**config.mk**
```make
export PLATFORM = sky130hd
export DESIGN_NAME = oam_dma
export DESIGN_NICKNAME = d
export VERILOG_FILES = /design/src/rtl/oam_dma_pkg.sv /design/src/rtl/oam_dma.sv
export SDC_FILE = /design/constraint.sdc
export NUM_CORES = 1
export LEC_CHECK = 0
export ABC_CLOCK_PERIOD_IN_PS = 1800
export CORE_MARGIN = 10
export CORE_UTILIZATION = 42
export CTS_CLUSTER_DIAMETER = 50
export DETAILED_ROUTE_END_ITERATION = 12
export PLACE_DENSITY = 0.75
export SLEW_MARGIN = 30
export SYNTH_ARGS = -nofsm -noshare
export SYNTH_HDL_FRONTEND = slang
export SYNTH_SLANG_ARGS = --single-unit
```
**constraint.sdc**
```tcl
create_clock -name i_cpu_clk -period 1.8 [get_ports i_cpu_clk]
set_clock_uncertainty 0.2 [all_clocks]
set_input_delay 0.18 -clock i_cpu_clk [delete_from_list [all_inputs] [get_ports i_cpu_clk]]
set_output_delay 0.18 -clock i_cpu_clk [all_outputs]
set_load 0.01 [all_outputs]
```
**src/rtl/oam_dma_pkg.sv**
```systemverilog
// Shared definitions for the sprite DMA engine: bus addresses,
// FSM state encoding and the page/index address helper.
package oam_dma_pkg;

    // CPU write to this address starts a sprite copy
    localparam logic [15:0] DMA_REG_ADDR  = 16'h4014;
    // PPU OAMDATA port, target of every copied byte
    localparam logic [15:0] OAM_PORT_ADDR = 16'h2004;

    typedef enum logic [2:0] {
        ST_IDLE  = 3'd0,
        ST_HALT  = 3'd1,
        ST_ALIGN = 3'd2,
        ST_READ  = 3'd3,
        ST_WRITE = 3'd4
    } dma_state_e;

    // Source address of byte idx within CPU page
    function automatic logic [15:0] page_addr(input logic [7:0] page, input logic [7:0] idx);
        return {page, idx};
    endfunction

endpackage

```
**src/rtl/oam_dma.sv**
```systemverilog
// Sprite DMA engine: snoops the $4014 trigger write, stalls the CPU and
// copies one 256-byte CPU page into OAM as alternating read / $2004 write
// cycles. All bus outputs are registered; each edge loads the values for
// the state being entered.
module oam_dma
    import oam_dma_pkg::*;
#(
    parameter logic [15:0] DMA_REG  = DMA_REG_ADDR,
    parameter logic [15:0] OAM_PORT = OAM_PORT_ADDR
) (
    input  logic        i_cpu_clk,
    input  logic        i_cpu_rstn,
    input  logic [15:0] i_bus_addr,
    input  logic        i_bus_wn,
    input  logic [7:0]  i_bus_wdata,
    output logic        o_cpu_halt,
    output logic [15:0] o_dma_addr,
    output logic        o_dma_wn,
    output logic [7:0]  o_dma_wdata,
    input  logic [7:0]  i_dma_rdata
);

    dma_state_e r_state;
    logic [7:0] r_page;
    logic [7:0] r_idx;
    logic [7:0] r_data;
    logic       r_odd;
    logic       trigger;

    assign trigger = (i_bus_addr == DMA_REG) && !i_bus_wn;

    // The latched byte is driven only during WRITE; it is cleared on leaving
    // WRITE so the data bus idles at zero everywhere else.
    assign o_dma_wdata = r_data;

    // Copy sequencer with registered bus outputs and free-running parity
    always_ff @(posedge i_cpu_clk or negedge i_cpu_rstn) begin
        if (!i_cpu_rstn) begin
            r_state    <= ST_IDLE;
            r_page     <= 8'h00;
            r_idx      <= 8'h00;
            r_data     <= 8'h00;
            r_odd      <= 1'b0;
            o_cpu_halt <= 1'b0;
            o_dma_addr <= 16'h0000;
            o_dma_wn   <= 1'b1;
        end else begin
            // Parity tracks the CPU get/put phase regardless of state
            r_odd <= ~r_odd;
            case (r_state)
                ST_IDLE: begin
                    if (trigger) begin
                        r_state    <= ST_HALT;
                        r_page     <= i_bus_wdata;
                        r_idx      <= 8'h00;
                        o_cpu_halt <= 1'b1;
                    end
                end
                ST_HALT: begin
                    // Reads must fall on odd cycles; insert ALIGN if HALT is odd
                    if (!r_odd) begin
                        r_state    <= ST_READ;
                        o_dma_addr <= page_addr(r_page, r_idx);
                        o_dma_wn   <= 1'b1;
                    end else begin
                        r_state <= ST_ALIGN;
                    end
                end
                ST_ALIGN: begin
                    r_state    <= ST_READ;
                    o_dma_addr <= page_addr(r_page, r_idx);
                    o_dma_wn   <= 1'b1;
                end
                ST_READ: begin
                    r_state    <= ST_WRITE;
                    r_data     <= i_dma_rdata;
                    o_dma_addr <= OAM_PORT;
                    o_dma_wn   <= 1'b0;
                end
                ST_WRITE: begin
                    r_idx  <= r_idx + 8'd1;
                    r_data <= 8'h00;
                    if (r_idx != 8'hFF) begin
                        r_state    <= ST_READ;
                        o_dma_addr <= page_addr(r_page, r_idx + 8'd1);
                        o_dma_wn   <= 1'b1;
                    end else begin
                        r_state    <= ST_IDLE;
                        o_cpu_halt <= 1'b0;
                        o_dma_addr <= 16'h0000;
                        o_dma_wn   <= 1'b1;
                    end
                end
                default: begin
                    r_state    <= ST_IDLE;
                    o_cpu_halt <= 1'b0;
                    o_dma_addr <= 16'h0000;
                    o_dma_wn   <= 1'b1;
                end
            endcase
        end
    end

endmodule

```
==> results.ini <==
[finish]
nNetsFinal=317
fillers=363
area.growth.synth_to_final_pct=53.5
diodes=0
drive_gt1_share_pct=24.8

[outcome]
violations=setup timing
status=finished, violations left

[worst_setup_path]
crit_chain=buf_6 -> or2_4 -> nor3_4 -> buf_12 -> mux2_2
endpoint_kind=flip-flop
critPathLaunchType=flip-flop
critPathArrivalTime_ps=1840
ff2ff_setup_slack_ps=-50
max_stage_delay_ps=430
slowest_stage=dfrtp_1
criticalPathCategory=flip-flop to flip-flop
critPathMaxFanout=9
required_ps=1790

[clock_tree]
cts_tree=built
clk_latency_ps=300
htree_levels=2
ctsRootBufferMaster=clkbuf_8
cts_buffer_depth=2
numCtsBuffers=5
cts.sink_count=46
path_clk_slew_ps=90

[floorplanning]
core_mm2=0.00479
die_y_um=90.5
io_pins=61
start_util_pct=43.7
dieWidth_um=90.5
die_area_mm2=0.00820
rows=25

[synth]
ys_ff_latch=46
synth_area_mm2=0.00209
yosys.cell_types.count=47
synth_top_area_share_pct=53.9
syn_nets=225
synth.top_cells.by_area=dfrtp_1 54%, a22o_1 6.7%, mux2_2 3.8%
synthCells=189
synth.avg_cell_area_um2=11.1
yosysSeqAreaShare_pct=55.1
ys.flop_type=dfrtp_1
yosysTopAreaCell=dfrtp_1
yosysWarnings=0
synthArstFlopShare_pct=100
synth_common_cells=45 x dfrtp_1, 18 x nand2_1, 16 x a22o_1
synth_most_common_cell=dfrtp_1
synth-edff-count=0

[route]
ant_nets=0
dr_total_vias=1884
drc=0
routedWlPerCell_um=17.7
drt-vias-per-instance=5.40
drt_wl_total_um=6180
dr.pass1.iters=4
drtIter0Drc=139

[power_and_ir_drop]
leakage_uw=0.00143
clkPwrFrac_pct=16.6
power_switching_uw=1720
swShare_pct=37.0
ir_worst_vdd_mv=0.779
p_per_area_mw_per_mm2=1450
seq_power_share_pct=35.1
internal_power_uw=2920
p_comb_share_pct=48.3

[placement]
hpwlAfterDp_um=4270
globalplace.congestion=0.873
portBuffers=60

[global_routing]
grtUsageTotal_pct=14.1
grt_pass1_vias=1898
grt_pass1_wl_um=9650
antenna_found_initial=0
overflow=0
grt_max_degree=31

[timing]
setup_viol=10
tightest_slew_ps=420
fin_ws_ps=-52.5
hold_violations=0
period_share_pct=103
drv_slew=0
max_freq_mhz=540
layout_min_cycle_time_ps=1850
rsz0062_at_grt=yes
hold_slack_ps=142
max-slew-margin-rel_pct=72.0
setup_tns_ps=-298

[flow_run]
maxCapViolCount=0

[worst_hold_path]
hold_class=input pin to async pin

path summary, 6_finish.rpt:
path	startpoint	end	depth (start not counted)
max in group asynchronous	i_cpu_rstn	o_dma_wn	3
min in group i_cpu_clk	o_dma_wn	o_dma_wn	2
min	i_cpu_rstn	o_dma_addr[3]	2
min reg2reg	o_dma_wn	o_dma_wn	2
max reg2reg	r_state[0]	r_page[4]	5
max	r_state[0]	r_page[4]	5
sequential cells by signal (all words and copies together), names as in the netlist:
name         flops
o_dma_addr      16
o_dma_wdata      8
r_idx            8
r_page           8
r_state          3
o_cpu_halt       1
o_dma_wn         1
r_odd            1
final cells by class:
class	count	area [µm²]	share of cell area, %
well taps	67	83.8	2.61
clock inverters	2	37.5	1.17
inverters	5	18.8	0.585
flip-flops and latches	46	1150	36.0
clock buffers	6	72.6	2.26
repair buffers	95	893	27.9
multi-input cells	128	946	29.5
power groups by stage:
| stage | Clock [µW] | Combinational [µW] | Sequential (µW) |
|---|---|---|---|
| after detailed placement | 0 | 2030 | 1600 |
| after floorplan | 0 | 1040 | 1640 |
| final | 769 | 2240 | 1630 |
| after CTS | 781 | 2110 | 1600 |
| after global routing | 817 | 2440 | 1660 |
| after global placement | 0 | 1980 | 1590 |
cell families after synthesis:
logic type	count (synthesis)	share of synthesized area [%]
muxes	8	4.31
adders and majority gates	1	0.599
and+or+nand+nor	59	16.0
xor gates and xnor gates	4	1.68
AOI/OAI and AO/OA	56	18.9
buffers and inverters	15	3.35
DFF	46	55.1
routing by layer:
metal | share of wire [%] | up-vias | global-route usage, %
met1 | 47 | 926 | 17.7
met5 | 0 | - | 0
met2 | 46 | 69 | 22.0
met4 | 1.2 | 0 | 5.31
li1 | - | 882 | -
met3 | 6.4 | 7 | 4.74
worst max-delay path: cells and delay by family (launching register included):
family	cells	cell delay, ps
and+or+nand+nor	2	480
muxes	1	320
buffers and inverters	2	300
DFF	1	430
cell usage in the layout, fill, tap and decap left out, types with 2 or more instances in the layout:
cell type,n
a21oi_2,2
mux2_4,4
and4_4,2
and2_1,4
buf_12,2
mux2_2,4
a21oi_1,6
nand3_1,3
dfrtp_1,43
o31ai_1,2
nor3_4,2
dfrtp_2,2
nor2_1,5
xor2_1,3
inv_1,5
a21o_1,2
nand2_1,18
o21ai_1,3
or2_4,2
clkbuf_8,5
nor4_1,2
a22o_1,16
nor3_1,6
buf_6,2
buf_4,30
o21ai_0,10
o22ai_1,5
clkdlybuf4s50_1,59
or3b_4,2
a22oi_1,2
nand2b_4,2
what timing repair did:
| item | CTS | global route |
|---|---|---|
| gates resized for setup | 11 | 9 |
| setup buffers | 3 | 10 |
| hold buffers | 1 | 0 |
| endpoints found under the hold margin | 45 | 0 |
| gates cloned | 0 | 0 |
| pin swaps | 12 | 8 |
| endpoints found under the setup margin | 28 | 39 |
through the flow:
| step | instance area, µm² | total power, µW | util (%) | setup slack [ps] | std cells |
|---|---|---|---|---|---|
| floorplan | 2110 | 2680 | - | -45.3 | 189 |
| detailed placement | 2930 | 3630 | 61.3 | -411 | 328 |
| CTS | 3110 | 4490 | 65.0 | -33.0 | 340 |
| global placement | 2930 | 3570 | 61.2 | -362 | 328 |
| global route | 3210 | 4920 | 67.0 | -103 | 349 |
| finish | 3210 | 4640 | 67.0 | -52.5 | 349 |
Power figures use the tool's default switching activity.
==> edit 1: new RTL, same flow settings <==
Reset style: synchronous (`i_cpu_rstn`), changed in one clocked block.
--- a/src/rtl/oam_dma.sv
+++ b/src/rtl/oam_dma.sv
@@ -35,5 +35,5 @@
 
     // Copy sequencer with registered bus outputs and free-running parity
-    always_ff @(posedge i_cpu_clk or negedge i_cpu_rstn) begin
+    always_ff @(posedge i_cpu_clk) begin
         if (!i_cpu_rstn) begin
             r_state    <= ST_IDLE;
Check against the original RTL: differs if i_cpu_rstn is asserted again (counterexample within 4 cycles, from zero or initial values and one cycle with i_cpu_rstn low); with i_cpu_rstn held inactive, the same outputs for 10 cycles.
==> edit 1 against the original RTL <==
  * The flow still finishes with violations (setup timing)
  * Count of clock-buffer cells in the layout fell by 1
  * Area after synthesis rose by 2.6%
  * Sequential share of layout area fell by 7.5 points
  * Design area rose by 1.7%
  * Core utilization rose by 0.25 points
  * Sequential cell count did not move
  * Worst setup slack got worse by 47 ps
  * Routed wire length rose by 5.6%
  * Critical path depth rose by 1
  * Critical endpoint is now r_page[1]$_SDFFE_PN0P_
Power is not compared: it rests on default switching activity, and its combinational part moved more than twofold at a synthesized area within 25%.
==> edit 1: results (changes against the original RTL) <==
Logic synthesis
  – Synthesis Warnings: 0 (unchanged)
  – Most frequent cells after synthesis: dfxtp_1 (46), nand2_1 (30), nor2_1 (28) (was dfrtp_1 (45), nand2_1 (18), a22o_1 (16))
  – Syn nets: 297 (was 225)
  – Post-synthesis sequential area ratio: 0.4294 (was 0.5515)
  – Synth async-reset ratio: 0 (was 1.000)
  – Largest cells by area after synthesis: dfxtp_1 (43%), nand2_1 (5.3%), nor2_1 (4.9%) (was dfrtp_1 (54%), a22o_1 (6.7%), mux2_2 (3.8%))
  – Yosys cell types: 43 (was 47)
  – Gate Count Post-Synth: 261 (was 189)
  – Top FF cell, synth: dfxtp_1 (was dfrtp_1)

Detailed routing
  – Number of DRC markers in iteration 0: 141 (was 139)
  – DR vias/cell: 5.453 (was 5.398)
  – Routed len/inst: 15.88 um (was 17.71 um)

Worst setup path
  – Crit path max fanout: 8 (was 9)
  – Worst reg2reg path depth: 5 (unchanged)
  – CP arrival: 1930 ps (was 1840 ps)
  – Worst r2r src: r_state[0]$_SDFFE_PN0P_ (was r_state[0]$_DFFE_PN0P_)
  – CP Launch Point: i_bus_wn (was r_state[0]$_DFFE_PN0P_)
  – RR Endpoint: o_dma_addr[7]$_SDFFE_PN0P_ (was r_page[4]$_DFFE_PN0P_)
  – Flop2flop setup slack: 30 ps (was -50 ps)

Final layout
  – # fillers: 396 (was 363)
  – Post-layout nets: 379 (was 317)
  – Finished Layout Cells: 411 (was 349)
  – N_diodes: 0 (unchanged)
  – Fraction of layout cells with a size suffix above 1: 0.2529 (was 0.2482)

Clock network
  – CTS Root Buffer Type: clkbuf_8 (unchanged)
  – Skew-Pair Late Insertion Delay: 300 ps (about the same)

Place
  – Routability Congestion: 0.8434 (was 0.8726)
  – PortBufs: 60 (unchanged)
  – Dpl cells: 395 (was 328)
  – Post-detail-place hpwl: 4674 um (was 4266 um)
  – Worst slack at placement: -773.6 ps (was -410.8 ps)

Min path
  – Worst Hold Path EP: r_state[0]$_SDFFE_PN0P_
  – Hold Path Class: in -> reg (was in -> async)
  – Origin of the worst min-delay path: i_bus_wn

GRT
  – Vias in the first global route: 2,244 (was 1,898)
  – Largest net degree at the start of global routing: 32 (was 31)
  – Total GRT Usage: 0.1549 (was 0.1415)
  – First-pass GRT wire length: 10,910 um (was 9646 um)

Run status
  – Failing checks: setup timing (unchanged)
  – Status: finished with violations (unchanged)

STA
  – Crit path setup slack, layout: -99.26 ps (was -52.50 ps)
  – Final Max Slew Viols: 0 (unchanged)
  – Final setup fails: 12 (was 10)
  – Slew Limit Headroom: 0.7121 (was 0.7198)
  – Hold slack final: 73.42 ps (was 141.7 ps)

Pwr
  – Leak pwr: 1.177 nW
  – Maximum VDD drop: roughly 0.00045 V
==> edit 1: changes by cell type in the layout (fill, tap and decap cells not counted), moves of 7 or more <==
| cell | change |
|---|---|
| o221ai_1 | +7 |
| a21oi_1 | +9 |
| nand2_1 | +12 |
| nor2_1 | +20 |
| nand3_1 | +12 |
| dfxtp_1 | +41 |
| mux2i_1 | +7 |
| clkdlybuf4s50_1 | -14 |
| a22o_1 | -16 |
| dfrtp_1 | -43 |
| nor2b_1 | +10 |
==> edit 1: metrics by stage <==
stage               instance area, um2  utilization  TNS, ps
floorplan                         2202            -    -5048
global placement                  3007       0.6201   -11820
detailed placement                3007       0.6201   -12740
CTS                               3181       0.6560   -650.8
global route                      3261       0.6725    -1396
finish                            3261       0.6725   -469.1
==> edit 1: where the power goes <==
group | total (mW) | switching (mW) | leakage [nW] | internal (mW)
registers | 1.02 | 0.000927 | 0.374 | 1.02
clock network | 0.644 | 0.371 | 0.0441 | 0.273
logic | 0.118 | 0.0428 | 0.760 | 0.0752
==> edit 1: layer usage <==
layer | routed length (um) | global-route usage | vias to the layer above
met5 | 0 | 0 | -
met4 | 95 | 0.03394 | 0
met3 | 398 | 0.04691 | 12
met2 | 3057 | 0.2618 | 70
met1 | 2976 | 0.1879 | 1067
li1 | - | - | 1092
==> edit 1: worst max-delay path, cell delays in order <==
cell	delay [ps]
buf_6	90
or4b_4	530
or4_4	520
nor3_4	210
buf_12	180
mux2i_2	220
==> edit 1: worst max path at each step <==
stage                                   to  cells after the start  slack, ps
detailed placement  r_page[1]$_SDFFE_PN0P_                      6       -770
floorplan           r_page[6]$_SDFFE_PN0P_                      5       -390
CTS                 r_page[1]$_SDFFE_PN0P_                      6        -80
global placement    r_page[0]$_SDFFE_PN0P_                      6       -670
global route        r_page[1]$_SDFFE_PN0P_                      6       -150
finish              r_page[1]$_SDFFE_PN0P_                      6       -100
==> edit 1: logic make-up after synthesis <==
| kind of cell | synth area share |
|---|---|
| flops | 0.4294 |
| xor+xnor | 0.02042 |
| simple gates | 0.2614 |
| fa+ha+maj | 0.005833 |
| buf+inv | 0.04200 |
| compound gates | 0.2036 |
| mux | 0.03734 |
==> edit 1: cell type report <==
cell class | instances | area share
multi-input cells | 193 | 0.4021
flip-flops and latches | 46 | 0.2851
inverters | 3 | 0.003454
well taps | 67 | 0.02571
repair buffers | 94 | 0.2559
clock buffers | 5 | 0.02111
clock inverters | 3 | 0.006523
==> edit 1: timing repair <==
action | CTS | global route
setup buffers | 3 | 4
endpoints found under the setup margin | 30 | 39
pin swaps | 17 | 3
gates cloned | 1 | 0
gates resized for setup | 47 | 25
hold endpoints to repair | 3 | 0
hold buffers | 1 | 0
==> edit 2: new RTL, same flow settings <==
Without the edit above. Register the inputs `i_bus_addr`, `i_bus_wn`, `i_bus_wdata` and `i_dma_rdata` before use, with the module's reset. The logic sees them one clock later.
--- a/src/rtl/oam_dma.sv
+++ b/src/rtl/oam_dma.sv
@@ -21,4 +21,23 @@
 );
 
+    logic [15:0] i_bus_addr_q;
+    logic i_bus_wn_q;
+    logic [7:0] i_bus_wdata_q;
+    logic [7:0] i_dma_rdata_q;
+
+    always_ff @(posedge i_cpu_clk or negedge i_cpu_rstn) begin
+        if (!i_cpu_rstn) begin
+            i_bus_addr_q  <= '0;
+            i_bus_wn_q    <= '0;
+            i_bus_wdata_q <= '0;
+            i_dma_rdata_q <= '0;
+        end else begin
+            i_bus_addr_q  <= i_bus_addr;
+            i_bus_wn_q    <= i_bus_wn;
+            i_bus_wdata_q <= i_bus_wdata;
+            i_dma_rdata_q <= i_dma_rdata;
+        end
+    end
+
     dma_state_e r_state;
     logic [7:0] r_page;
@@ -28,5 +47,5 @@
     logic       trigger;
 
-    assign trigger = (i_bus_addr == DMA_REG) && !i_bus_wn;
+    assign trigger = (i_bus_addr_q == DMA_REG) && !i_bus_wn_q;
 
     // The latched byte is driven only during WRITE; it is cleared on leaving
@@ -52,5 +71,5 @@
                     if (trigger) begin
                         r_state    <= ST_HALT;
-                        r_page     <= i_bus_wdata;
+                        r_page     <= i_bus_wdata_q;
                         r_idx      <= 8'h00;
                         o_cpu_halt <= 1'b1;
@@ -74,5 +93,5 @@
                 ST_READ: begin
                     r_state    <= ST_WRITE;
-                    r_data     <= i_dma_rdata;
+                    r_data     <= i_dma_rdata_q;
                     o_dma_addr <= OAM_PORT;
                     o_dma_wn   <= 1'b0;
Function: changed (Yosys sat finds a counterexample within 4 cycles, from zero or initial values and one cycle with i_cpu_rstn low).
==> edit 2 against the original RTL <==
  * First-iteration DRC count fell by 26%
  * Fmax fell by 11%
  * Sequential cell count rose by 33
  * Power rose by 16%
  * Core utilization fell by 6.7 points
  * Area after synthesis rose by 47%
  * Design area rose by 35%
  * Worst setup slack got worse by 240 ps
  * Global-route usage fell by 1.3 points
  * Routed wire length rose by 12%
  * Sequential power rose by 31%
  * The run still ends with setup timing left
==> edit 2: results (changes against the original RTL) <==
Run status
  – Status: finished with violations (unchanged)
  – Failing checks: setup timing (unchanged)

Clock network
  – Clock buffer depth: 2 (unchanged)
  – Skew-Pair Late Insertion Delay: 350 ps (was 300 ps)
  – TritonCTS Buffers: 9 (was 5)
  – CTS H-tree depth: 3 (was 2)
  – CTS Root Buffer Type: clkbuf_8 (unchanged)
  – Worst-path clk slew: 90 ps (about the same)

Worst setup path
  – RR Endpoint: r_page[3]$_DFFE_PN0P_ (was r_page[4]$_DFFE_PN0P_)
  – Worst reg2reg path depth: 5 (unchanged)
  – Crit path max fanout: 10 (was 9)
  – Slowest CP cell: or4b_4 (was dfrtp_1)
  – Crit path largest cell delay: 540 ps (was 430 ps)
  – CP arrival: 2120 ps (was 1840 ps)
  – Worst r2r src: i_bus_addr_q[3]$_DFF_PN0_ (was r_state[0]$_DFFE_PN0P_)

Detailed routing
  – Routed len/inst: 15.78 um (was 17.71 um)
  – Number of DRC markers in iteration 0: 103 (was 139)
  – DR vias/cell: 5.105 (was 5.398)
  – Drt pass-1 iters: 4 (unchanged)

Logic synthesis
  – Most frequent cells after synthesis: dfrtp_1 (78), a22o_1 (16), nand2_1 (16) (was dfrtp_1 (45), nand2_1 (18), a22o_1 (16))
  – Top FF cell, synth: dfrtp_1 (unchanged)
  – Synthesis Warnings: 0 (unchanged)
  – Largest cells by area after synthesis: dfrtp_1 (64%), a22o_1 (4.6%), o21ai_0 (2.4%) (was dfrtp_1 (54%), a22o_1 (6.7%), mux2_2 (3.8%))
  – Synth async-reset ratio: 1.000 (unchanged)
  – Post-synthesis sequential area ratio: 0.6448 (was 0.5515)
  – Synth Register Bits: 79 (was 46)
  – Syn nets: 273 (was 225)
  – Yosys cell types: 51 (was 47)

STA
  – Total negative slack: -3376 ps (was -298.3 ps)
  – Slew Limit Headroom: 0.7549 (was 0.7198)
  – Crit path setup slack, layout: -290.8 ps (was -52.50 ps)
  – Final setup fails: 17 (was 10)

Pwr
  – Maximum VDD drop: 0.0006947 V (was 0.0007794 V)
  – Leak pwr: 1.944 nW (was 1.434 nW)

GRT
  – Initial antenna violation count: 0 (unchanged)
  – Total GRT Usage: 0.1282 (was 0.1415)
  – First-pass GRT wire length: 11,600 um (was 9646 um)
  – Vias in the first global route: 2,386 (was 1,898)
  – Largest net degree at the start of global routing: 40 (was 31)

Place
  – Placement Cell Area: 0.003981 mm2 (was 0.002933 mm2)
  – Routability Congestion: 0.8559 (was 0.8726)
  – Post-detail-place hpwl: 4983 um (was 4266 um)
  – PortBufs: 60 (unchanged)

Final layout
  – Fraction of layout cells with a size suffix above 1: 0.2735 (was 0.2482)
  – Top flop regs: i_bus_addr_q: 16 flops, o_dma_addr: 16 flops
  – Post-layout nets: 371 (was 317)
  – N_diodes: 0 (unchanged)
  – # fillers: 554 (was 363)

Min path
  – Hold Path Class: in -> async (unchanged)
==> edit 2: metal layers <==
| metal | GRT usage | share of wire |
|---|---|---|
| met1 | 0.1577 | 0.42 |
| met2 | 0.2071 | 0.49 |
| met3 | 0.03471 | 0.060 |
| met4 | 0.05588 | 0.024 |
| met5 | 0 | 0 |
==> edit 2: what timing repair did <==
| action | 4_1_cts | 5_1_grt |
|---|---|---|
| endpoints found under the setup margin | 36 | 29 |
| hold endpoints to repair | 78 | 0 |
| hold buffers | 1 | 0 |
| gates resized for setup | 13 | 11 |
| pin swaps | 6 | 2 |
| setup buffers | 4 | 3 |
==> edit 2: worst max-delay path by stage <==
stage / start / endpoint / slack (ps) / cells after the start
2_1_floorplan: i_bus_addr_q[3]$_DFF_PN0_ / r_page[4]$_DFFE_PN0P_ / -270 / 6
3_3_place_gp: i_bus_addr_q[3]$_DFF_PN0_ / r_page[3]$_DFFE_PN0P_ / -250 / 5
3_5_place_dp: i_bus_addr_q[3]$_DFF_PN0_ / r_page[7]$_DFFE_PN0P_ / -310 / 5
4_1_cts: i_bus_addr_q[3]$_DFF_PN0_ / r_page[3]$_DFFE_PN0P_ / -290 / 5
5_1_grt: i_bus_addr_q[3]$_DFF_PN0_ / r_page[3]$_DFFE_PN0P_ / -340 / 5
6_report: i_bus_addr_q[3]$_DFF_PN0_ / r_page[3]$_DFFE_PN0P_ / -290 / 5
==> edit 2: critical path, delay by kind of cell (launching register included) <==
family | cells | cell delay [ps]
buf+inv | 1 | 140
simple gates | 3 | 920
flops | 1 | 370
mux | 1 | 330
==> edit 2: area by class of cell <==
class / instances / area [um2] / area share
Inverter: 4 / 15.01 / 0.003470
Timing Repair Buffer: 101 / 939.7 / 0.2172
Clock inverter: 5 / 81.33 / 0.01880
Tap cell: 99 / 123.9 / 0.02863
Multi-Input combinational cell: 140 / 1042 / 0.2409
Clock buffer: 11 / 141.4 / 0.03268
Sequential cell: 79 / 1983 / 0.4584
==> edit 2: power by group <==
group          internal (mW)  switching (mW)
sequential              2.00           0.145
combinational          0.932           0.826
clock                  0.822           0.656
total                   3.75            1.63
==> edit 2: cell families after synthesis <==
family / after synthesis / share of synthesized area
compound gates: 64 / 0.1525
xor+xnor: 2 / 0.005711
fa+ha+maj: 1 / 0.004078
buf+inv: 18 / 0.03507
flops: 79 / 0.6448
mux: 9 / 0.03629
simple gates: 64 / 0.1215
==> edit 2: through the flow <==
step | cells | hold WS, ps | util | worst slack, ps
after detailed placement | 416 | -124.4 | 0.5548 | -305.1
after floorplan | 237 | -315.6 | - | -267.7
after global routing | 439 | 41.90 | 0.6030 | -342.4
after global placement | 416 | -126.0 | 0.5548 | -250.4
final | 439 | 37.03 | 0.6030 | -290.8
after CTS | 436 | 31.58 | 0.5955 | -294.7
